### config.mk
export PLATFORM = sky130hd
export DESIGN_NAME = multicycle_ctrl
export DESIGN_NICKNAME = d
export VERILOG_FILES = /design/src/rtl/mc_pkg.sv /design/src/rtl/multicycle_ctrl_alu_decoder.sv /design/src/rtl/multicycle_ctrl.sv
export SDC_FILE = /design/constraint.sdc
export NUM_CORES = 1
export LEC_CHECK = 0
export CAP_MARGIN = 40
export CORE_UTILIZATION = 32
export CTS_BUF_LIST = sky130_fd_sc_hd__clkbuf_4 sky130_fd_sc_hd__clkbuf_8 sky130_fd_sc_hd__clkbuf_16
export CTS_CLUSTER_SIZE = 8
export DETAILED_ROUTE_END_ITERATION = 10
export GPL_TIMING_DRIVEN = 0
export PLACE_DENSITY = 0.75
export SYNTH_ARGS = -nofsm -noshare
export SYNTH_HDL_FRONTEND = slang
export SYNTH_HIERARCHICAL = 1
export SYNTH_SLANG_ARGS = --single-unit
### constraint.sdc
create_clock -name clk -period 1.5 [get_ports clk]
set_clock_uncertainty 0.2 [all_clocks]
set_input_delay 0.375 -clock clk [delete_from_list [all_inputs] [get_ports clk]]
set_output_delay 0.375 -clock clk [all_outputs]
set_load 0.005 [all_outputs]
### src/rtl/mc_pkg.sv
// Shared types and constants for the multicycle RV32 control unit.
// Holds the state encoding, opcodes, ALU codes and mux select encodings.
package mc_pkg;

    typedef enum logic [3:0] {
        S_FETCH    = 4'd0,
        S_DECODE   = 4'd1,
        S_MEMADR   = 4'd2,
        S_MEMREAD  = 4'd3,
        S_MEMWB    = 4'd4,
        S_MEMWRITE = 4'd5,
        S_EXECR    = 4'd6,
        S_EXECI    = 4'd7,
        S_ALUWB    = 4'd8,
        S_BEQ      = 4'd9,
        S_HALT     = 4'd10
    } state_t;

    localparam logic [6:0] OP_LW  = 7'b0000011;
    localparam logic [6:0] OP_SW  = 7'b0100011;
    localparam logic [6:0] OP_R   = 7'b0110011;
    localparam logic [6:0] OP_I   = 7'b0010011;
    localparam logic [6:0] OP_BEQ = 7'b1100011;

    localparam logic [2:0] ALU_ADD = 3'b000;
    localparam logic [2:0] ALU_SUB = 3'b001;
    localparam logic [2:0] ALU_AND = 3'b010;
    localparam logic [2:0] ALU_OR  = 3'b011;
    localparam logic [2:0] ALU_SLT = 3'b101;

    localparam logic [2:0] F3_ADD = 3'b000;
    localparam logic [2:0] F3_SLT = 3'b010;
    localparam logic [2:0] F3_OR  = 3'b110;
    localparam logic [2:0] F3_AND = 3'b111;

    localparam logic ADR_PC     = 1'b0;
    localparam logic ADR_ALUOUT = 1'b1;

    localparam logic [1:0] RES_ALUOUT = 2'b00;
    localparam logic [1:0] RES_DATA   = 2'b01;
    localparam logic [1:0] RES_ALURES = 2'b10;

    localparam logic [1:0] SRCA_PC    = 2'b00;
    localparam logic [1:0] SRCA_OLDPC = 2'b01;
    localparam logic [1:0] SRCA_RD1   = 2'b10;

    localparam logic [1:0] SRCB_RD2  = 2'b00;
    localparam logic [1:0] SRCB_IMM  = 2'b01;
    localparam logic [1:0] SRCB_FOUR = 2'b10;

    localparam logic [1:0] IMM_I = 2'b00;
    localparam logic [1:0] IMM_S = 2'b01;
    localparam logic [1:0] IMM_B = 2'b10;

    // Per-state control bundle, before step/reset gating.
    typedef struct packed {
        logic       pc_write;
        logic       adr_src;
        logic       mem_write;
        logic       ir_write;
        logic [1:0] result_src;
        logic [1:0] alu_src_a;
        logic [1:0] alu_src_b;
        logic [1:0] imm_src;
        logic       reg_write;
        logic       retire;
        logic       illegal;
    } ctrl_t;

    // Where DECODE dispatches to for a given opcode.
    function automatic state_t decode_target(input logic [6:0] op);
        state_t nxt;
        case (op)
            OP_LW,
            OP_SW:   nxt = S_MEMADR;
            OP_R:    nxt = S_EXECR;
            OP_I:    nxt = S_EXECI;
            OP_BEQ:  nxt = S_BEQ;
            default: nxt = S_HALT;
        endcase
        return nxt;
    endfunction

endpackage

### src/rtl/multicycle_ctrl_alu_decoder.sv
// ALU operation decode for register and immediate ALU instructions.
// Purely combinational; the FSM decides when its result is used.
module alu_decoder
    import mc_pkg::*;
(
    input  logic [6:0] op_i,
    input  logic [2:0] funct3_i,
    input  logic       funct7b5_i,
    output logic [2:0] alu_ctrl_o
);

    logic is_sub;

    assign is_sub = funct7b5_i && (op_i == OP_R);

    // funct3 picks the operation; funct7b5 splits add/sub for R-type only
    always_comb begin
        alu_ctrl_o = ALU_ADD;
        case (funct3_i)
            F3_ADD:  alu_ctrl_o = is_sub ? ALU_SUB : ALU_ADD;
            F3_SLT:  alu_ctrl_o = ALU_SLT;
            F3_OR:   alu_ctrl_o = ALU_OR;
            F3_AND:  alu_ctrl_o = ALU_AND;
            default: alu_ctrl_o = ALU_ADD;
        endcase
    end

endmodule

### src/rtl/multicycle_ctrl.sv
// Multicycle RV32 control FSM (lw, sw, R-type, I-type ALU, beq).
// Outputs decode the state register; write strobes gate on step/reset.
module multicycle_ctrl
    import mc_pkg::*;
(
    input  logic       clk,
    input  logic       rst,
    input  logic [6:0] op,
    input  logic [2:0] funct3,
    input  logic       funct7b5,
    input  logic       zero,
    input  logic       step_en,
    output logic       pc_write,
    output logic       adr_src,
    output logic       mem_write,
    output logic       ir_write,
    output logic [1:0] result_src,
    output logic [1:0] alu_src_a,
    output logic [1:0] alu_src_b,
    output logic [1:0] imm_src,
    output logic       reg_write,
    output logic [2:0] alu_control,
    output logic [3:0] state_o,
    output logic       retire,
    output logic       illegal
);

    state_t     state_q;
    state_t     state_d;
    ctrl_t      ctrl;
    logic [2:0] alu_dec;
    logic [2:0] alu_sel;
    logic       wr_ok;

    alu_decoder u_alu_dec (
        .op_i       (op),
        .funct3_i   (funct3),
        .funct7b5_i (funct7b5),
        .alu_ctrl_o (alu_dec)
    );

    // Next-state selection; step_en low freezes the FSM
    always_comb begin
        state_d = state_q;
        if (step_en) begin
            case (state_q)
                S_FETCH:    state_d = S_DECODE;
                S_DECODE:   state_d = decode_target(op);
                S_MEMADR:   state_d = (op == OP_LW) ? S_MEMREAD
                                                    : S_MEMWRITE;
                S_MEMREAD:  state_d = S_MEMWB;
                S_MEMWB:    state_d = S_FETCH;
                S_MEMWRITE: state_d = S_FETCH;
                S_EXECR:    state_d = S_ALUWB;
                S_EXECI:    state_d = S_ALUWB;
                S_ALUWB:    state_d = S_FETCH;
                S_BEQ:      state_d = S_FETCH;
                default:    state_d = S_HALT;
            endcase
        end
    end

    // State register; reset wins over everything, including HALT
    always_ff @(posedge clk) begin
        if (!rst) begin
            state_q <= S_FETCH;
        end else begin
            state_q <= state_d;
        end
    end

    // Per-state control decode; beq is the only state using zero
    always_comb begin
        ctrl    = '0;
        alu_sel = ALU_ADD;
        case (state_q)
            S_FETCH: begin
                ctrl.adr_src    = ADR_PC;
                ctrl.ir_write   = 1'b1;
                ctrl.alu_src_a  = SRCA_PC;
                ctrl.alu_src_b  = SRCB_FOUR;
                ctrl.result_src = RES_ALURES;
                ctrl.pc_write   = 1'b1;
                alu_sel         = ALU_ADD;
            end
            S_DECODE: begin
                ctrl.alu_src_a  = SRCA_OLDPC;
                ctrl.alu_src_b  = SRCB_IMM;
                ctrl.imm_src    = IMM_B;
                alu_sel         = ALU_ADD;
            end
            S_MEMADR: begin
                ctrl.alu_src_a  = SRCA_RD1;
                ctrl.alu_src_b  = SRCB_IMM;
                ctrl.imm_src    = (op == OP_SW) ? IMM_S : IMM_I;
                alu_sel         = ALU_ADD;
            end
            S_MEMREAD: begin
                ctrl.adr_src    = ADR_ALUOUT;
            end
            S_MEMWB: begin
                ctrl.result_src = RES_DATA;
                ctrl.reg_write  = 1'b1;
                ctrl.retire     = 1'b1;
            end
            S_MEMWRITE: begin
                ctrl.adr_src    = ADR_ALUOUT;
                ctrl.mem_write  = 1'b1;
                ctrl.retire     = 1'b1;
            end
            S_EXECR: begin
                ctrl.alu_src_a  = SRCA_RD1;
                ctrl.alu_src_b  = SRCB_RD2;
                alu_sel         = alu_dec;
            end
            S_EXECI: begin
                ctrl.alu_src_a  = SRCA_RD1;
                ctrl.alu_src_b  = SRCB_IMM;
                ctrl.imm_src    = IMM_I;
                alu_sel         = alu_dec;
            end
            S_ALUWB: begin
                ctrl.result_src = RES_ALUOUT;
                ctrl.reg_write  = 1'b1;
                ctrl.retire     = 1'b1;
            end
            S_BEQ: begin
                ctrl.alu_src_a  = SRCA_RD1;
                ctrl.alu_src_b  = SRCB_RD2;
                ctrl.result_src = RES_ALUOUT;
                ctrl.pc_write   = zero;
                ctrl.retire     = 1'b1;
                alu_sel         = ALU_SUB;
            end
            default: begin
                ctrl.illegal    = 1'b1;
            end
        endcase
    end

    // Strobes only fire out of reset and while the FSM is advancing
    assign wr_ok       = rst & step_en;

    assign pc_write    = ctrl.pc_write  & wr_ok;
    assign ir_write    = ctrl.ir_write  & wr_ok;
    assign reg_write   = ctrl.reg_write & wr_ok;
    assign mem_write   = ctrl.mem_write & wr_ok;
    assign retire      = ctrl.retire    & wr_ok;
    assign illegal     = ctrl.illegal   & rst;

    assign adr_src     = ctrl.adr_src;
    assign result_src  = ctrl.result_src;
    assign alu_src_a   = ctrl.alu_src_a;
    assign alu_src_b   = ctrl.alu_src_b;
    assign imm_src     = ctrl.imm_src;
    assign alu_control = alu_sel;
    assign state_o     = state_q;

endmodule

==> results_dict.tcl, run 1 <==
set metrics [dict create \
    dp_hpwl_um 1420 \
    cts.path.max_buffers 2 \
    die_h_um 44.2 \
    cts_root_buf "clkbuf_4" \
    outcome "finished with violations" \
    r2r-end "state_o[2]" \
    synthTopCellsByCount "a21oi_1 (9), nor3_1 (8), nand2b_1 (5)" \
    cap_violations 0 \
    antenna_found_initial 0 \
    start_util 0.361 \
    tns_ps -6410 \
    seq_area_frac_synth 0.141 \
    diodes 0 \
    io_buffers 35 \
    drive_gt1_frac 0.693 \
    largest_register_ffs 4 \
    max_clock_freq_mhz 499 \
    drc 1 \
    yosys.area.top_type_share 0.141 \
    synthXorXnorAreaFrac 0.0308 \
    cts_tree "built" \
    power_uw 614 \
    netlist_instances 78 \
    final-hold-violation-count 0 \
    rsz0062_at_grt "true" \
    rows 14 \
    ff2ff_setup_slack_ps -240 \
    cts-buffers-inserted 3 \
    layout_min_cycle_time_ps 2000 \
    coreArea_mm2 0.00158 \
    violations "DRC, setup timing" \
    async_flop_share 0 \
    routed_wl_um 3520 \
    vias 1016 \
    gr-total-overflow 0 \
    min_path_type "input pin to register" \
    n_fill_cell 83 \
    grt_pass1_wl_um 4380 \
    synth.area.mux_share 0 \
    routedWlPerCell_um 22.6 \
    hold_buffers 0 \
    synth_top_cell_by_area "dfxtp_1" \
    ys_warn_count 6 \
    globalplace.congestion 0.849 \
    syn_area_per_cell_um2 7.30 \
    ant_nets 0 \
    synth_top_family_by_area "simple AND/OR/NAND/NOR gates" \
    pwr_density_cell_mw_per_mm2 440 \
    netlist-cell-type-count 39 \
    cp-end-kind "output pin" \
    worst_pin_slew_ps 347 \
    crit_arrival_ps 1430 \
    maxSlewHeadroom 0.766 \
    grt_start_max_net_pins 11 \
    die_area_mm2 0.00195 \
    clkSinkCount 4 \
    worstPathRequired_ps 920 \
    startpoint "funct3[0]" \
    track_usage 0.312 \
    synthFlopType "dfxtp_1" \
    synth-simple-area-share 0.497 \
    synth_area_um2 569 \
    grt_pass1_vias 912 \
    ir_drop_uv 455 \
    path_max_fanout 2 \
    final_net_count 157 \
    worst_slack_ps -505 \
    crit_type "input pin to output pin" \
    synth-edff-count 0 \
    p_leak_uw 0.000583 \
    clk_pin_slew_ps 40 \
    area_growth_pct 145 \
    drt_pre_antenna_iters 9 \
    reg2reg_from "state_o[3]" \
    synth_area_leaders "dfxtp_1 (14%), a21oi_1 (7.9%), nor3_1 (7.0%)" \
    crit_end "alu_control[0]" \
    critPathLaunchType "input pin" \
    clk_latency_ps 230 \
    ioPinCount 37 \
    fin_crit_sh 1.34 \
    die_w_um 44.2 \
    synth_compound_area_frac 0.268 \
    reg2reg_depth 6 \
    final_util 0.886 \
    vias_per_cell 6.51 \
    finalSetupViolCount 23 \
    synth_nets 93 \
    synthAdderAreaFrac 0 \
    htreeDepth 1 \
    drv_slew 0 \
    yosysMostFrequentCell "a21oi_1" \
    drt_iter0_drc 37 \
    ys_ff_latch 4 \
]
[logic make-up after synthesis]
family | Yosys count
simple gates | 41
flops | 4
xor+xnor | 2
buf+inv | 9
compound gates | 22
[report_power, final]
part	leakage, µW	switching [µW]	internal (µW)
Combinational	0.000534	165	196
Sequential	0.0000356	14.2	110
Clock	0.0000138	39.8	89.2
Total	0.000583	219	395
[cells in the final DEF, fill, tap and decap left out, drive strengths merged, types with 4 or more instances in the layout]
| cell type | Yosys | layout |
|---|---|---|
| nor3 | 9 | 9 |
| nand2 | 4 | 4 |
| buf | 2 | 50 |
| dlygate4sd2 | 0 | 4 |
| o21ai | 4 | 4 |
| dfxtp | 4 | 4 |
| clkdlybuf4s15 | 0 | 4 |
| nand2b | 5 | 5 |
| clkbuf | 4 | 9 |
| a21oi | 9 | 9 |
[worst min path at each step]
stage,startpoint,endpoint,depth (start not counted)
global route,step_en,state_o[0],3
detailed placement,state_o[0],state_o[0],2
finish,step_en,state_o[0],3
CTS,step_en,state_o[0],3
floorplan,state_o[0],state_o[0],2
global placement,state_o[0],state_o[0],2
[per-stage QoR]
| step | setup slack (ps) | hold WS [ps] | instances | area [µm²] |
|---|---|---|---|---|
| 6_report | -505 | 315 | 156 | 1400 |
| 5_1_grt | -482 | 351 | 156 | 1400 |
| 4_1_cts | -384 | 286 | 151 | 1310 |
| 3_5_place_dp | -1220 | 342 | 129 | 986 |
| 3_3_place_gp | -1200 | 339 | 129 | 986 |
| 2_1_floorplan | -49.4 | 302 | 78 | 616 |
[layer usage]
metal  vias to the layer above  GRT usage  routed length, µm  share of wire
met5                         -          0                  0              0
met4                         0      0.212                208          0.059
met3                        25     0.0653                256          0.073
met2                        86      0.526               1740           0.49
met1                       483      0.350               1320           0.37
li1                        422          -                  -              -
[what timing repair did]
| action | in CTS | in global routing |
|---|---|---|
| setup buffers | 16 | 5 |
| resized for setup | 162 | 20 |
| pin swaps | 24 | 13 |
| gates cloned | 3 | 1 |
| setup endpoints to repair | 26 | 24 |
[cell type report]
class                   instances  area, µm²  share of cell area
clock buffers                   3       22.5              0.0161
multi-input cells              65        644               0.461
plain buffers                   6       98.8              0.0708
inverters                       3       11.3             0.00806
well taps                      16       20.0              0.0143
flip-flops and latches          4       95.1              0.0681
repair buffers                 59        504               0.361
[worst max-delay path, stage by stage]
cell and delay [ps]:
buf_6 90, nand4bb_1 190, o41ai_2 380, nand3_1 140, o31ai_1 90, buf_2 160
(Power assumes the default switching activity.)
==> run 2: changes to the inputs <==
- ABC_AREA: default -> 1
- CELL_PAD_IN_SITES_DETAIL_PLACEMENT: default -> 2
- CELL_PAD_IN_SITES_GLOBAL_PLACEMENT: default -> 2
- CORE_ASPECT_RATIO: default -> 2
- CORE_UTILIZATION: 32 -> 13
- PLACE_DENSITY: 0.75 -> 0.73
==> run 2 against run 1 <==
Net effect: the flow finishes with violations (setup timing); clock power is 84% higher; first-iteration DRC count is 70% lower; power is 23% higher; critical endpoint is now pc_write.
==> results_dict.tcl, run 2 <==
set metrics [dict create \
    p_leak_uw 0.000724 \
    ir_drop_uv 273 \
    drc 0 \
    antenna_found_initial 0 \
    die_h_um 93.2 \
    async_flop_share 0 \
    crit_arrival_ps 1300 \
    start_util 0.138 \
    globalplace.congestion 0.690 \
    crit_path_frequent_cell "nor2_4" \
    fin_crit_sh 1.25 \
    seq_area_frac_synth 0.148 \
    vias_per_cell 4.14 \
    gr-total-overflow 0 \
    clkSinkCount 4 \
    grt_pass1_wl_um 4600 \
    diodes 0 \
    final_cell_mix "nand2_1 (21), inv_1 (19), buf_4 (19), buf_2 (16), buf_6 (14)" \
    drt_iter0_drc 11 \
    maxSlewHeadroom 0.834 \
    min_path_type "input pin to register" \
    die_area_mm2 0.00444 \
    synthTopCellsByCount "nand2_1 (32), inv_1 (29), nor2_1 (22)" \
    path_delay_family "flip-flops" \
    final_common_cell "nand2_1" \
    cts.path.max_buffers 2 \
    clk_pin_slew_ps 30 \
    cts_tree "built" \
    pwr_density_cell_mw_per_mm2 552 \
    dp_hpwl_um 2050 \
    ys_ff_latch 4 \
    cp_slowest_cell "dfxtp_4" \
    track_usage 0.144 \
    synth_nets 128 \
    cp_slowest_stage_delay_ps 390 \
    worst_pin_slew_ps 246 \
    synth-edff-count 0 \
    area_growth_pct 153 \
    synthFlopType "dfxtp_1" \
    final_util 0.348 \
    rows 32 \
    syn_area_per_cell_um2 4.78 \
    final_net_count 199 \
    synth_area_um2 541 \
    routedWlPerCell_um 14.8 \
    drive_gt1_frac 0.632 \
    yosys.area.top_type_share 0.222 \
    synth_top_cell_by_area "nand2_1" \
    routed_wl_um 3450 \
    drv_slew 0 \
    crit_buf_inv 3 \
    netlist_instances 113 \
    clk_latency_ps 220 \
    grt_start_max_net_pins 7 \
    synth_area_leaders "nand2_1 (22%), inv_1 (20%), nor2_1 (15%)" \
    cts_root_buf "clkbuf_8" \
    cts-buffers-inserted 3 \
    final-hold-violation-count 0 \
    tns_ps -4730 \
    crit_type "register to output pin" \
    violations "setup timing" \
    ant_nets 0 \
    finalSetupViolCount 19 \
    rsz0062_at_grt "true" \
    cp_cell_sequence "inv_4 > nor2_4 > inv_2 > nor2_4 > nand2_2 > a21oi_2 > buf_2" \
    outcome "finished with violations" \
    worst_slack_ps -376 \
    vias 965 \
    cp-end-kind "output pin" \
    io_buffers 36 \
    largest_register_ffs 4 \
    die_w_um 47.6 \
    path_max_fanout 3 \
    max_clock_freq_mhz 533 \
    drt_pre_antenna_iters 2 \
    ioPinCount 37 \
    htreeDepth 1 \
    netlist-cell-type-count 17 \
    cap_violations 0 \
    ys_warn_count 6 \
    critPathLaunchType "register" \
    worstPathRequired_ps 920 \
    coreArea_mm2 0.00392 \
    layout_min_cycle_time_ps 1880 \
    grt_pass1_vias 999 \
    yosysMostFrequentCell "nand2_1" \
]
==> run 2: cell types whose count changed in the layout (fill, tap and decap cells not counted), moves of 5 or more <==
cell      before  now
nand2_1        2   21
a21oi_1        6    1
inv_1          1   19
nand3_2        0    5
nand2_2        1    9
nor2_4         1    9
clkbuf_2       2    9
nor3_2         7    1
nor2_1         2   11
buf_2         21   16
inv_2          2    8
buf_4          8   19
==> run 2: power by group <==
group          internal (µW)  total [µW]  switching, µW
combinational            187         383            196
sequential               113         132           19.1
clock                    172         238           66.0
total                    472         753            281
==> run 2: cell type report <==
cell class / instances / area, µm²
clock buffer: 3 / 41.3
fill: 504 / 2560
inverter: 31 / 131
multi-input combinational: 78 / 532
sequential: 4 / 95.1
tap: 51 / 63.8
timing repair buffer: 66 / 502
==> run 2: routing by layer <==
layer  wire length, µm  share of wire  vias to the layer above  GRT usage
met5                 0              0                        -          0
met4                65          0.019                        0     0.0417
met3                76          0.022                        4    0.00579
met2              2330           0.67                       25      0.304
met1               982           0.28                      465      0.127
li1                  -              -                      471          -
==> run 2: tightest hold or removal path, delay by kind of cell <==
family | cells | cell delay [ps]
simple gates | 1 | 90
buf+inv | 1 | 140
compound gates | 1 | 50
==> run 2: final timing paths <==
kind / startpoint / to / slack, ps / cells past startpoint
max: state_o[0] / pc_write / -380 / 7
min: step_en / state_o[2] / 280 / 3
max reg2reg: state_o[0] / state_o[0] / -50 / 10
min reg2reg: state_o[2] / state_o[2] / 470 / 3
==> run 2: logic make-up after synthesis <==
logic type / synth area share
AO/OA/AOI/OAI: 0.123
flip-flops: 0.148
AND/OR/NAND/NOR: 0.512
buffers and inverters: 0.218
==> run 2: timing repair <==
action	4_1_cts	5_1_grt
buffers inserted	18	13
setup endpoints to repair	26	24
pin swaps	22	22
resized for setup	140	52
hold buffers	0	0
endpoints found under the hold margin	0	0
==> run 2: stage by stage <==
stage	std cells	hold slack, ps	power, µW	area, µm²	worst slack, ps
after floorplan	113	307	228	552	-0.924
after global placement	200	331	364	976	-1080
after detailed placement	200	362	371	976	-1100
after CTS	221	386	646	1180	-362
after global routing	233	316	792	1370	-445
final	233	283	753	1370	-376
